--- src/rtl/clock_set_ctrl.sv ---
// Timekeeping and manual time-set controller for the digital clock.
// Runs h:m:s from a 1 Hz tick; mode/up/down keys adjust one field at a time.
module clock_set_ctrl #(
  parameter int unsigned TIMEOUT_TICKS = 10
) (
  input  logic       clk,
  input  logic       rst,
  input  logic       tick_1hz,
  input  logic       key_mode,
  input  logic       key_up,
  input  logic       key_down,
  output logic [4:0] hour,
  output logic [5:0] min,
  output logic [5:0] sec,
  output logic [1:0] set_state,
  output logic       setting
);

  localparam logic [1:0] ST_RUN  = 2'd0;
  localparam logic [1:0] ST_HOUR = 2'd1;
  localparam logic [1:0] ST_MIN  = 2'd2;
  localparam logic [1:0] ST_SEC  = 2'd3;

  localparam logic [4:0] HOUR_MAX = 5'd23;
  localparam logic [5:0] MS_MAX   = 6'd59;
  localparam logic [8:0] TO_LIM   = 9'(TIMEOUT_TICKS);

  logic [1:0] state_q, state_d;
  logic [4:0] hour_q, hour_d;
  logic [5:0] min_q, min_d;
  logic [5:0] sec_q, sec_d;
  logic [7:0] tcnt_q, tcnt_d;

  logic       any_key;
  logic       adj_up;
  logic       adj_dn;
  logic [8:0] tcnt_inc;

  function automatic logic [4:0] hr_inc(input logic [4:0] v);
    hr_inc = (v == HOUR_MAX) ? 5'd0 : v + 5'd1;
  endfunction

  function automatic logic [4:0] hr_dec(input logic [4:0] v);
    hr_dec = (v == 5'd0) ? HOUR_MAX : v - 5'd1;
  endfunction

  function automatic logic [5:0] ms_inc(input logic [5:0] v);
    ms_inc = (v == MS_MAX) ? 6'd0 : v + 6'd1;
  endfunction

  function automatic logic [5:0] ms_dec(input logic [5:0] v);
    ms_dec = (v == 6'd0) ? MS_MAX : v - 6'd1;
  endfunction

  function automatic logic [1:0] next_field(input logic [1:0] s);
    logic [1:0] n;
    n = ST_RUN;
    unique case (s)
      ST_RUN:  n = ST_HOUR;
      ST_HOUR: n = ST_MIN;
      ST_MIN:  n = ST_SEC;
      ST_SEC:  n = ST_RUN;
      default: n = ST_RUN;
    endcase
    return n;
  endfunction

  // mode wins over up/down; up and down together cancel out
  assign any_key  = key_mode | key_up | key_down;
  assign adj_up   = ~key_mode & key_up & ~key_down;
  assign adj_dn   = ~key_mode & key_down & ~key_up;
  assign tcnt_inc = {1'b0, tcnt_q} + 9'd1;

  always_comb begin
    state_d = state_q;
    hour_d  = hour_q;
    min_d   = min_q;
    sec_d   = sec_q;
    tcnt_d  = tcnt_q;

    if (state_q == ST_RUN) begin
      tcnt_d = 8'd0;
      if (tick_1hz) begin
        sec_d = ms_inc(sec_q);
        if (sec_q == MS_MAX) begin
          min_d = ms_inc(min_q);
          if (min_q == MS_MAX) begin
            hour_d = hr_inc(hour_q);
          end
        end
      end
      if (key_mode) begin
        state_d = ST_HOUR;
      end
    end else begin
      // ticks are dropped while setting; they only feed the idle timeout
      if (any_key) begin
        tcnt_d = 8'd0;
      end else if (tick_1hz) begin
        if (tcnt_inc >= TO_LIM) begin
          state_d = ST_RUN;
          tcnt_d  = 8'd0;
        end else begin
          tcnt_d = tcnt_inc[7:0];
        end
      end

      unique case (1'b1)
        key_mode: state_d = next_field(state_q);
        adj_up: begin
          unique case (state_q)
            ST_HOUR: hour_d = hr_inc(hour_q);
            ST_MIN:  min_d  = ms_inc(min_q);
            default: sec_d  = ms_inc(sec_q);
          endcase
        end
        adj_dn: begin
          unique case (state_q)
            ST_HOUR: hour_d = hr_dec(hour_q);
            ST_MIN:  min_d  = ms_dec(min_q);
            default: sec_d  = ms_dec(sec_q);
          endcase
        end
        default: ;
      endcase
    end
  end

  always_ff @(posedge clk or negedge rst) begin
    if (!rst) begin
      state_q <= ST_RUN;
      hour_q  <= 5'd0;
      min_q   <= 6'd0;
      sec_q   <= 6'd0;
      tcnt_q  <= 8'd0;
    end else begin
      state_q <= state_d;
      hour_q  <= hour_d;
      min_q   <= min_d;
      sec_q   <= sec_d;
      tcnt_q  <= tcnt_d;
    end
  end

  assign hour      = hour_q;
  assign min       = min_q;
  assign sec       = sec_q;
  assign set_state = state_q;
  assign setting   = (state_q != ST_RUN);

endmodule

--- config.mk ---
export PLATFORM = sky130hd
export DESIGN_NAME = clock_set_ctrl
export DESIGN_NICKNAME = d
export VERILOG_FILES = /design/src/rtl/clock_set_ctrl.sv
export SDC_FILE = /design/constraint.sdc
export NUM_CORES = 1
export LEC_CHECK = 0
export CAP_MARGIN = 10
export CORE_MARGIN = 5
export CORE_UTILIZATION = 65
export CTS_CLUSTER_SIZE = 16
export DETAILED_ROUTE_END_ITERATION = 8
export DONT_BUFFER_PORTS = 1
export PLACE_DENSITY = 0.82
export SYNTH_ARGS = -nofsm -noshare
export SYNTH_HDL_FRONTEND = slang
export SYNTH_SLANG_ARGS = --single-unit
--- constraint.sdc ---
create_clock -name clk -period 4.1 [get_ports clk]
set_input_delay 0.82 -clock clk [delete_from_list [all_inputs] [get_ports clk]]
set_output_delay 0.82 -clock clk [all_outputs]
set_load 0.005 [all_outputs]
== Word-level counts from Yosys, hierarchy flattened ==
Index checks and enable logic that the tools add are counted.

* Register bits after elaboration: 27
* Output and inout port bits: 20
* Word-level logic and storage cells: 88

* $add $sub $neg: 7
* Magnitude comparators: 1
* Equal/unequal tests: 17
* Multiplexer cells: 35
* Bitwise operators: 9
* Reduce and logical (&&, ||, !) cells: 14

{| class="wikitable"
|+ Operators with widths
! cell !! count
|-
| $mux 6 || 13
|-
| $mux 5 || 8
|-
| $mux 8 || 4
|-
| $pmux 6 s2 || 2
|-
| $add 6x1->6 const B || 2
|-
| $eq 6x6->1 const B || 2
|-
| $logic_not 6->1 || 2
|-
| $mux 2 || 6
|-
| $ne 3x1->1 const B || 4
|-
| $sub 6x1->6 const B || 2
|-
| $pmux 5 s2 || 1
|-
| $add 8x1->9 const B || 1
|-
| $ge 9x4->1 const B || 1
|-
| $reduce_and 4->1 || 2
|-
| $ne 2x2->1 const B || 3
|-
| $ne 3x2->1 const B || 2
|-
| $pmux 2 s3 || 1
|-
| $reduce_and 6->1 || 1
|-
| $reduce_bool 2->1 || 3
|-
| $reduce_bool 3->1 || 2
|-
| $add 5x1->5 const B || 1
|-
| $eq 5x5->1 const B || 1
|-
| $logic_not 5->1 || 1
|-
| $reduce_and 5->1 || 1
|-
| 9 further kinds || 17
|}

== Longest topological paths before layout ==
Gate-level depths: netlist of run 1.

* Depth after elaboration: 7
* Mapped depth: 10
* Gate-level depth less buffers: 8

== Worst setup path before layout of run 1 ==
Ideal clock, no wire load.

* Path type: input -> register
* Start point: input port key_mode
* End point: register hour_q[3], in the netlist hour[3]
* Data arrival time: 1.842 ns
* Required time: 3.960 ns
* Path slack: 2.117 ns
* Stages on the path: 8
* Cell sequence: nor3_1 -> and2_1 -> buf_2 -> buf_2 -> mux2i_1 -> nor2_1 -> a21oi_1 -> o21ai_0

* Word-level cells in the longest chain between the ends: 5
* Elaborated cells between the ends (all ways): 11
* Those cells by class: eq/ne: 2; mux: 2; bitwise: 5; reduce/logical: 2

{| class="wikitable"
|+ RTL lines
! item !! RTL line !! text
|-
| start: declaration || 9 || <nowiki>input logic key_mode,</nowiki>
|-
| $not 1->1 (*) || 70, 71 ||
|-
| $and 1x1->1, on equally long branches (2 in series) || 71, 70 ||
|-
| $ne 3x1->1 (no line) (tied with other cells) || n/a ||
|-
| $reduce_and 6->1 (no line) or $mux 5 (tied branches) || n/a ||
|-
| end signal: assignment || 138 || <nowiki>hour_q <= hour_d;</nowiki>
|-
| end: declaration || 29 || <nowiki>logic [4:0] hour_q, hour_d;</nowiki>
|}

Mark *: on every way between the ends. The rest lies on a longest branch, timed or not.
A chain may end at the register's enable or synchronous reset.

== Final worst setup path of run 1 ==
* Start point: register state_q[1], in the netlist set_state[1]
* End point: register sec_q[4], in the netlist sec[4]

* Word-level cells in the longest chain between the ends: 4
* Elaborated cells between the ends (all ways): 10
* Those cells by class: eq/ne: 5; mux: 1; reduce/logical: 4

{| class="wikitable"
|+ RTL lines
! item !! RTL line !! text
|-
| start: declaration || 28 || <nowiki>logic [1:0] state_q, state_d;</nowiki>
|-
| start signal: assignment || 137 || <nowiki>state_q <= state_d;</nowiki>
|-
| $eq 2x2->1 or $eq 2x1->1 (tied branches) || 111, 118 ||
|-
| $reduce_or 2->1 (no line) || n/a ||
|-
| $ne 3x2->1 (no line) || n/a ||
|-
| $reduce_and 4->1 (no line) || n/a ||
|-
| end signal: assignment || 134 || <nowiki>sec_q <= 6'd0;</nowiki>
|-
| end signal: assignment || 140 || <nowiki>sec_q <= sec_d;</nowiki>
|-
| end: declaration || 31 || <nowiki>logic [5:0] sec_q, sec_d;</nowiki>
|}

Parallel ways exist; a longest one is shown, timed or not.

==> impl_metrics.py, run 1 <==
metrics = {
    "detailed_routing": {
        "vias_per_cell": 6.164,
        "drt_iter0_drc": 122,
        "vias": 1769,
        "route.detailed.drc": 0,
        "antenna_left": 0,
        "dr.pass1.iters": 4,
        "wl_um": 4129,
        "wire_per_inst_um": 14.39,
    },
    "final_layout": {
        "utilization_pct": 67.87,
        "diodes": 0,
        "nets": 264,
        "layout.cells.non_filler": 287,
        "drive_above_1_share_pct": 4.527,
        "syn_to_final_growth_pct": 0.9142,
        "finalInstanceArea_mm2": 0.002072,
        "fill_cells": 278,
    },
    "clocking": {
        "clock_sinks": 27,
        "cts.htree.levels": 1,
        "ctsResizeCount": 0,
        "cts_root_buf": "clkbuf_4",
        "path_clk_slew_ps": 150,
        "cts_setup_buffers": 0,
        "cts_buffer_depth": 2,
        "clock_latency_ps": 310,
        "cts_buffers": 3,
        "cts_hold_buf": 0,
        "cts_tree": "done",
    },
    "synth": {
        "ys_seq_area_share_pct": 32.91,
        "syn_nets": 273,
        "synthCells": 253,
        "yosysUniqueCellTypes": 50,
        "yosysTopAreaCellShare_pct": 32.91,
        "yosys_warnings": 0,
        "synthTopCellsByArea": "dfrtp_1 (33%), ha_1 (8.5%), nand2_1 (4.9%), a21oi_1 (4.6%), o21ai_0 (4.6%)",
        "ys_top_cells_by_count": "dfrtp_1 (27), nand2_1 (27), nor2_1 (21)",
        "netlist_area_mm2": 0.002053,
        "synth_ff_type": "dfrtp_1",
        "ys_ff_latch": 27,
        "yosys.area.top_type": "dfrtp_1",
        "syn_avg_cell_area_um2": 8.115,
        "synth_edf_count": 0,
        "ys_async_sr_fraction_pct": 100.0,
    },
    "floorplan": {
        "num_rows": 20,
        "num_io_pins": 26,
        "initial_utilization_pct": 67.25,
        "coreArea_mm2": 0.003053,
        "die_y_um": 66.21,
        "die_x_um": 66.21,
        "die_area_mm2": 0.004383,
    },
    "timing": {
        "fmax_mhz": 408.2,
        "post-route-period-util_pct": 59.75,
        "setup_violations": 0,
        "min_period_ps": 2450,
        "final_max_slew_viol_count": 0,
        "relSlewSlack_pct": 45.10,
        "holdWs_ps": 171.3,
        "final-hold-violation-count": 0,
        "rsz0062_at_grt": "no",
        "worst_pin_slew_ps": 823.5,
        "skew_ps": 3.756,
        "fin_setup_tns_ps": 0,
        "fin_ws_ps": 1650,
    },
    "worst_setup_path": {
        "critPathArrivalTime_ps": 2670,
        "cp_max_fo": 23,
        "cp.required_ps": 4320,
        "worst_setup_path_end_kind": "flip-flop",
        "worstSetupStartpointType": "flip-flop",
        "crit_type": "flip-flop to flip-flop",
    },
    "placement": {
        "post-place-ws_ps": 1626,
        "gp_congestion": 0.8346,
        "port_buffers": 0,
        "place_area_mm2": 0.002046,
        "hpwl_um": 2997,
        "dp_cells": 283,
    },
    "grt": {
        "grt_pass1_vias": 1695,
        "overflow": 0,
        "antenna_found_initial": 0,
        "grt_pass1_wl_um": 7472,
        "track_usage_pct": 21.28,
        "grt_max_degree": 28,
    },
    "pwr": {
        "power_mw": 1.155,
        "vdd_ir_drop_max_mv": 0.3281,
        "power_density_mw_per_mm2": 557.3,
        "p_leak_nw": 0.8715,
    },
    "status": {
        "outcome": "complete, no violations",
    },
    "hold_path": {
        "hp-class": "input pin to async pin",
    },
    "flow_run": {
        "max_cap_viol_count": 0,
    },
}
[cell usage in the layout (no fill, tap or decap), types with 2 or more instances in the layout]
| master | instances |
|---|---|
| nand4_1 | 3 |
| inv_1 | 13 |
| or3_1 | 3 |
| and2_1 | 9 |
| ha_1 | 14 |
| a31oi_1 | 4 |
| mux2i_1 | 3 |
| nor4_1 | 3 |
| o31ai_1 | 9 |
| nor2_1 | 21 |
| dfrtp_1 | 27 |
| o22ai_1 | 3 |
| nand2_1 | 27 |
| a21oi_1 | 19 |
| a22o_1 | 2 |
| a32oi_1 | 2 |
| nand2b_1 | 2 |
| a21o_1 | 4 |
| o21a_1 | 2 |
| a2111oi_0 | 2 |
| o21ai_0 | 19 |
| nor4b_1 | 3 |
| nor3_1 | 9 |
| nand3_1 | 7 |
| xnor2_1 | 4 |
| clkbuf_4 | 3 |
| nor2b_1 | 3 |
| or2_2 | 2 |
[report_power, final]
group	internal (mW)	switching, mW
Sequential	0.347	0.202
Combinational	0.226	0.265
Clock	0.0380	0.0771
[path summary, 6_finish.rpt]
kind	startpoint	to	slack, ps	cells after the start
max	set_state[1]	sec[4]	1650	7
min	rst	tcnt_q[1]	170	0
max reg2reg	set_state[1]	sec[4]	1650	7
min reg2reg	tcnt_q[6]	tcnt_q[6]	510	1
max in group asynchronous	rst	sec[3]	3850	0
min in group clk	tcnt_q[6]	tcnt_q[6]	510	1
[final cells by class]
type / count / area (um2) / share of cell area (%)
inverters: 13 / 48.80 / 2.355
well taps: 44 / 55.05 / 2.657
multi-input cells: 199 / 1266 / 61.11
flip-flops and latches: 27 / 675.6 / 32.61
clock buffers: 4 / 26.28 / 1.268
[sequential cells by signal (all words and copies together) (netlist names)]
register	cells
min	6
hour	5
sec	6
set_state	2
tcnt_q	8
[per-layer routing]
metal,wire length [um],track usage (%),part of all wire [%],vias up
met3,189,3.741,4.6,2
met1,1943,27.72,47,835
li1,-,-,-,900
met5,0,0,0,-
met2,1975,36.68,48,32
met4,21,4.315,0.51,0
[critical path: stages, from the launching register on]
cell and delay [ps]:
dfrtp_1 470, inv_1 90, ha_1 270, nor3_1 220, and2_1 670, nor2_1 160
a21bo_2 250, a22o_1 220
[kinds of logic after synthesis]
family,count (synthesis),synth area share [%]
adder cells (fa/ha/maj),14,8.531
XOR/XNOR,5,2.133
buffers and inverters,27,5.423
AO/OA/AOI/OAI,78,25.29
AND/OR/NAND/NOR,99,24.25
multiplexers,3,1.463
flip-flops,27,32.91
Power figures use the tool's default switching activity.
==> inputs of run 2 (changes only) <==
--- a/config.mk
+++ b/config.mk
@@ -7,11 +7,11 @@
 export LEC_CHECK = 0
 export CAP_MARGIN = 10
 export CORE_MARGIN = 5
-export CORE_UTILIZATION = 65
+export CORE_UTILIZATION = 63
 export CTS_CLUSTER_SIZE = 16
 export DETAILED_ROUTE_END_ITERATION = 8
 export DONT_BUFFER_PORTS = 1
-export PLACE_DENSITY = 0.82
+export PLACE_DENSITY = 0.8
 export SYNTH_ARGS = -nofsm -noshare
 export SYNTH_HDL_FRONTEND = slang
 export SYNTH_SLANG_ARGS = --single-unit
==> constraint.sdc (replaced) <==
create_clock -name clk -period 2.4 [get_ports clk]
set_input_delay 0.48 -clock clk [delete_from_list [all_inputs] [get_ports clk]]
set_output_delay 0.48 -clock clk [all_outputs]
set_load 0.005 [all_outputs]
==> impl_metrics.py, run 2 (synthesis gave the netlist of run 1 again) <==
metrics = {
    "timing": {
        "skew_ps": 1.880,
        "min_period_ps": 2129,
        "setup_violations": 0,
        "final_max_slew_viol_count": 0,
        "relSlewSlack_pct": 68.35,
        "fmax_mhz": 469.7,
        "fin_setup_tns_ps": 0,
        "worst_pin_slew_ps": 473.8,
        "post-route-period-util_pct": 88.71,
        "final-hold-violation-count": 0,
        "rsz0062_at_grt": "no",
    },
    "worst_setup_path": {
        "crit_path_max_incr_delay_ps": 480,
        "worstPathCellList": "inv_1 > ha_1 > nor3_1 > and2_1 > buf_4 > and2_1 > a21oi_1 > o21ai_0 > o21ai_0",
        "slowest_stage": "dfrtp_1",
        "reg2reg_slack_ps": 270,
        "crit_buf_inv": 2,
        "r2r_cells": 9,
        "crit_family": "simple AND/OR/NAND/NOR gates",
        "worstSetupStartpointType": "flip-flop",
        "cp_max_fo": 7,
        "critPathArrivalTime_ps": 2360,
        "r2r-start": "set_state[0]",
        "worst_setup_path_end_kind": "flip-flop",
        "cp.required_ps": 2630,
        "reg2reg_to": "min[3]",
        "crit_type": "flip-flop to flip-flop",
    },
    "pwr": {
        "power_density_mw_per_mm2": 945.3,
        "vdd_ir_drop_max_mv": 0.5793,
        "p_leak_nw": 0.9292,
        "power_mw": 2.051,
    },
    "status": {
        "outcome": "complete, no violations",
    },
    "final_layout": {
        "diodes": 0,
        "largest_register": "tcnt_q",
        "nets": 275,
        "most-common-layout-cells": "nand2_1 (27), dfrtp_1 (27), nor2_1 (21), a21oi_1 (19), o21ai_0 (19)",
        "largest_register_ffs": 8,
        "finalInstanceArea_mm2": 0.002170,
        "drive_above_1_share_pct": 8.268,
        "syn_to_final_growth_pct": 5.667,
        "utilization_pct": 70.49,
    },
    "detailed_routing": {
        "dr.pass1.iters": 4,
        "route.detailed.drc": 0,
        "vias": 1814,
        "wire_per_inst_um": 14.85,
        "drt_iter0_drc": 211,
        "vias_per_cell": 6.087,
        "wl_um": 4425,
        "antenna_left": 0,
    },
    "placement": {
        "port_buffers": 0,
        "gp_congestion": 0.8927,
        "hpwl_um": 3149,
        "place_area_mm2": 0.002113,
    },
    "hold_path": {
        "hold_depth": 1,
        "min_to": "set_state[0]",
        "hp-class": "input pin to flip-flop",
        "hold_start": "key_mode",
    },
    "grt": {
        "globalRouteMet1Util_pct": 31.49,
        "grt_use_met2_pct": 32.76,
        "grt_max_degree": 28,
        "busiest_layer": "met2",
        "grt_pass1_wl_um": 7590,
        "antenna_found_initial": 0,
        "track_usage_pct": 21.58,
        "grtUsageMet3_pct": 3.204,
        "overflow": 0,
        "grt_pass1_vias": 1607,
    },
    "floorplan": {
        "die_area_mm2": 0.004501,
        "coreArea_mm2": 0.003078,
        "initial_utilization_pct": 66.71,
        "num_rows": 20,
        "die_x_um": 67.09,
        "die_y_um": 67.09,
        "num_io_pins": 26,
    },
    "clocking": {
        "cts_buffer_depth": 2,
        "path_clk_slew_ps": 150,
        "cts_setup_buffers": 0,
        "cts_buffers": 3,
        "cts.htree.levels": 1,
        "cts_tree": "done",
        "clock_sinks": 27,
        "clock_latency_ps": 330,
        "cts_root_buf": "clkbuf_4",
    },
    "flow_run": {
        "max_cap_viol_count": 0,
    },
}
[run 2: cell count changes in the layout (fill, tap and decap cells not counted), sizes merged]
cell         previous run  this run
dlygate4sd3             0         1
buf                     0        10
[run 2: final cells by class]
cell class              count  area (um2)
clock buffers               4       26.28
flip-flops and latches     27       675.6
multi-input cells         199        1266
repair buffers             11       97.59
inverters                  13       48.80
fillers                   263       908.4
well taps                  44       55.05
[run 2: routing by layer]
metal  vias to the layer above  wire (um)
met5                         -          0
met4                         0         65
met3                         7        230
met2                        56       1964
met1                       836       2165
li1                        915          -
[run 2: through the flow]
step	std cells	hold WS [ps]	setup slack, ps
floorplan	253	184.4	535.3
global placement	292	185.0	322.1
detailed placement	292	184.9	309.0
CTS	298	208.2	278.9
global route	298	204.4	50.42
finish	298	213.7	270.9
[run 2: how the worst max path moves through the flow]
stage / from / end / slack [ps] / depth (start not counted)
4_1_cts: sec[1] / hour[4] / 280 / 7
2_1_floorplan: sec[0] / sec[2] / 540 / 7
5_1_grt: set_state[0] / min[3] / 50 / 9
6_report: set_state[0] / min[3] / 270 / 9
3_5_place_dp: sec[1] / hour[4] / 310 / 7
3_3_place_gp: sec[1] / hour[4] / 320 / 7
[run 2: what timing repair did]
| action | CTS | global route |
|---|---|---|
| gates resized for setup | 0 | 0 |
| hold buffers | 2 | 0 |
| endpoints found under the hold margin | 27 | 0 |
[run 2: power breakdown]
part | switching (mW) | internal (mW)
sequential | 0.332 | 0.592
combinational | 0.495 | 0.425
clock | 0.141 | 0.0653
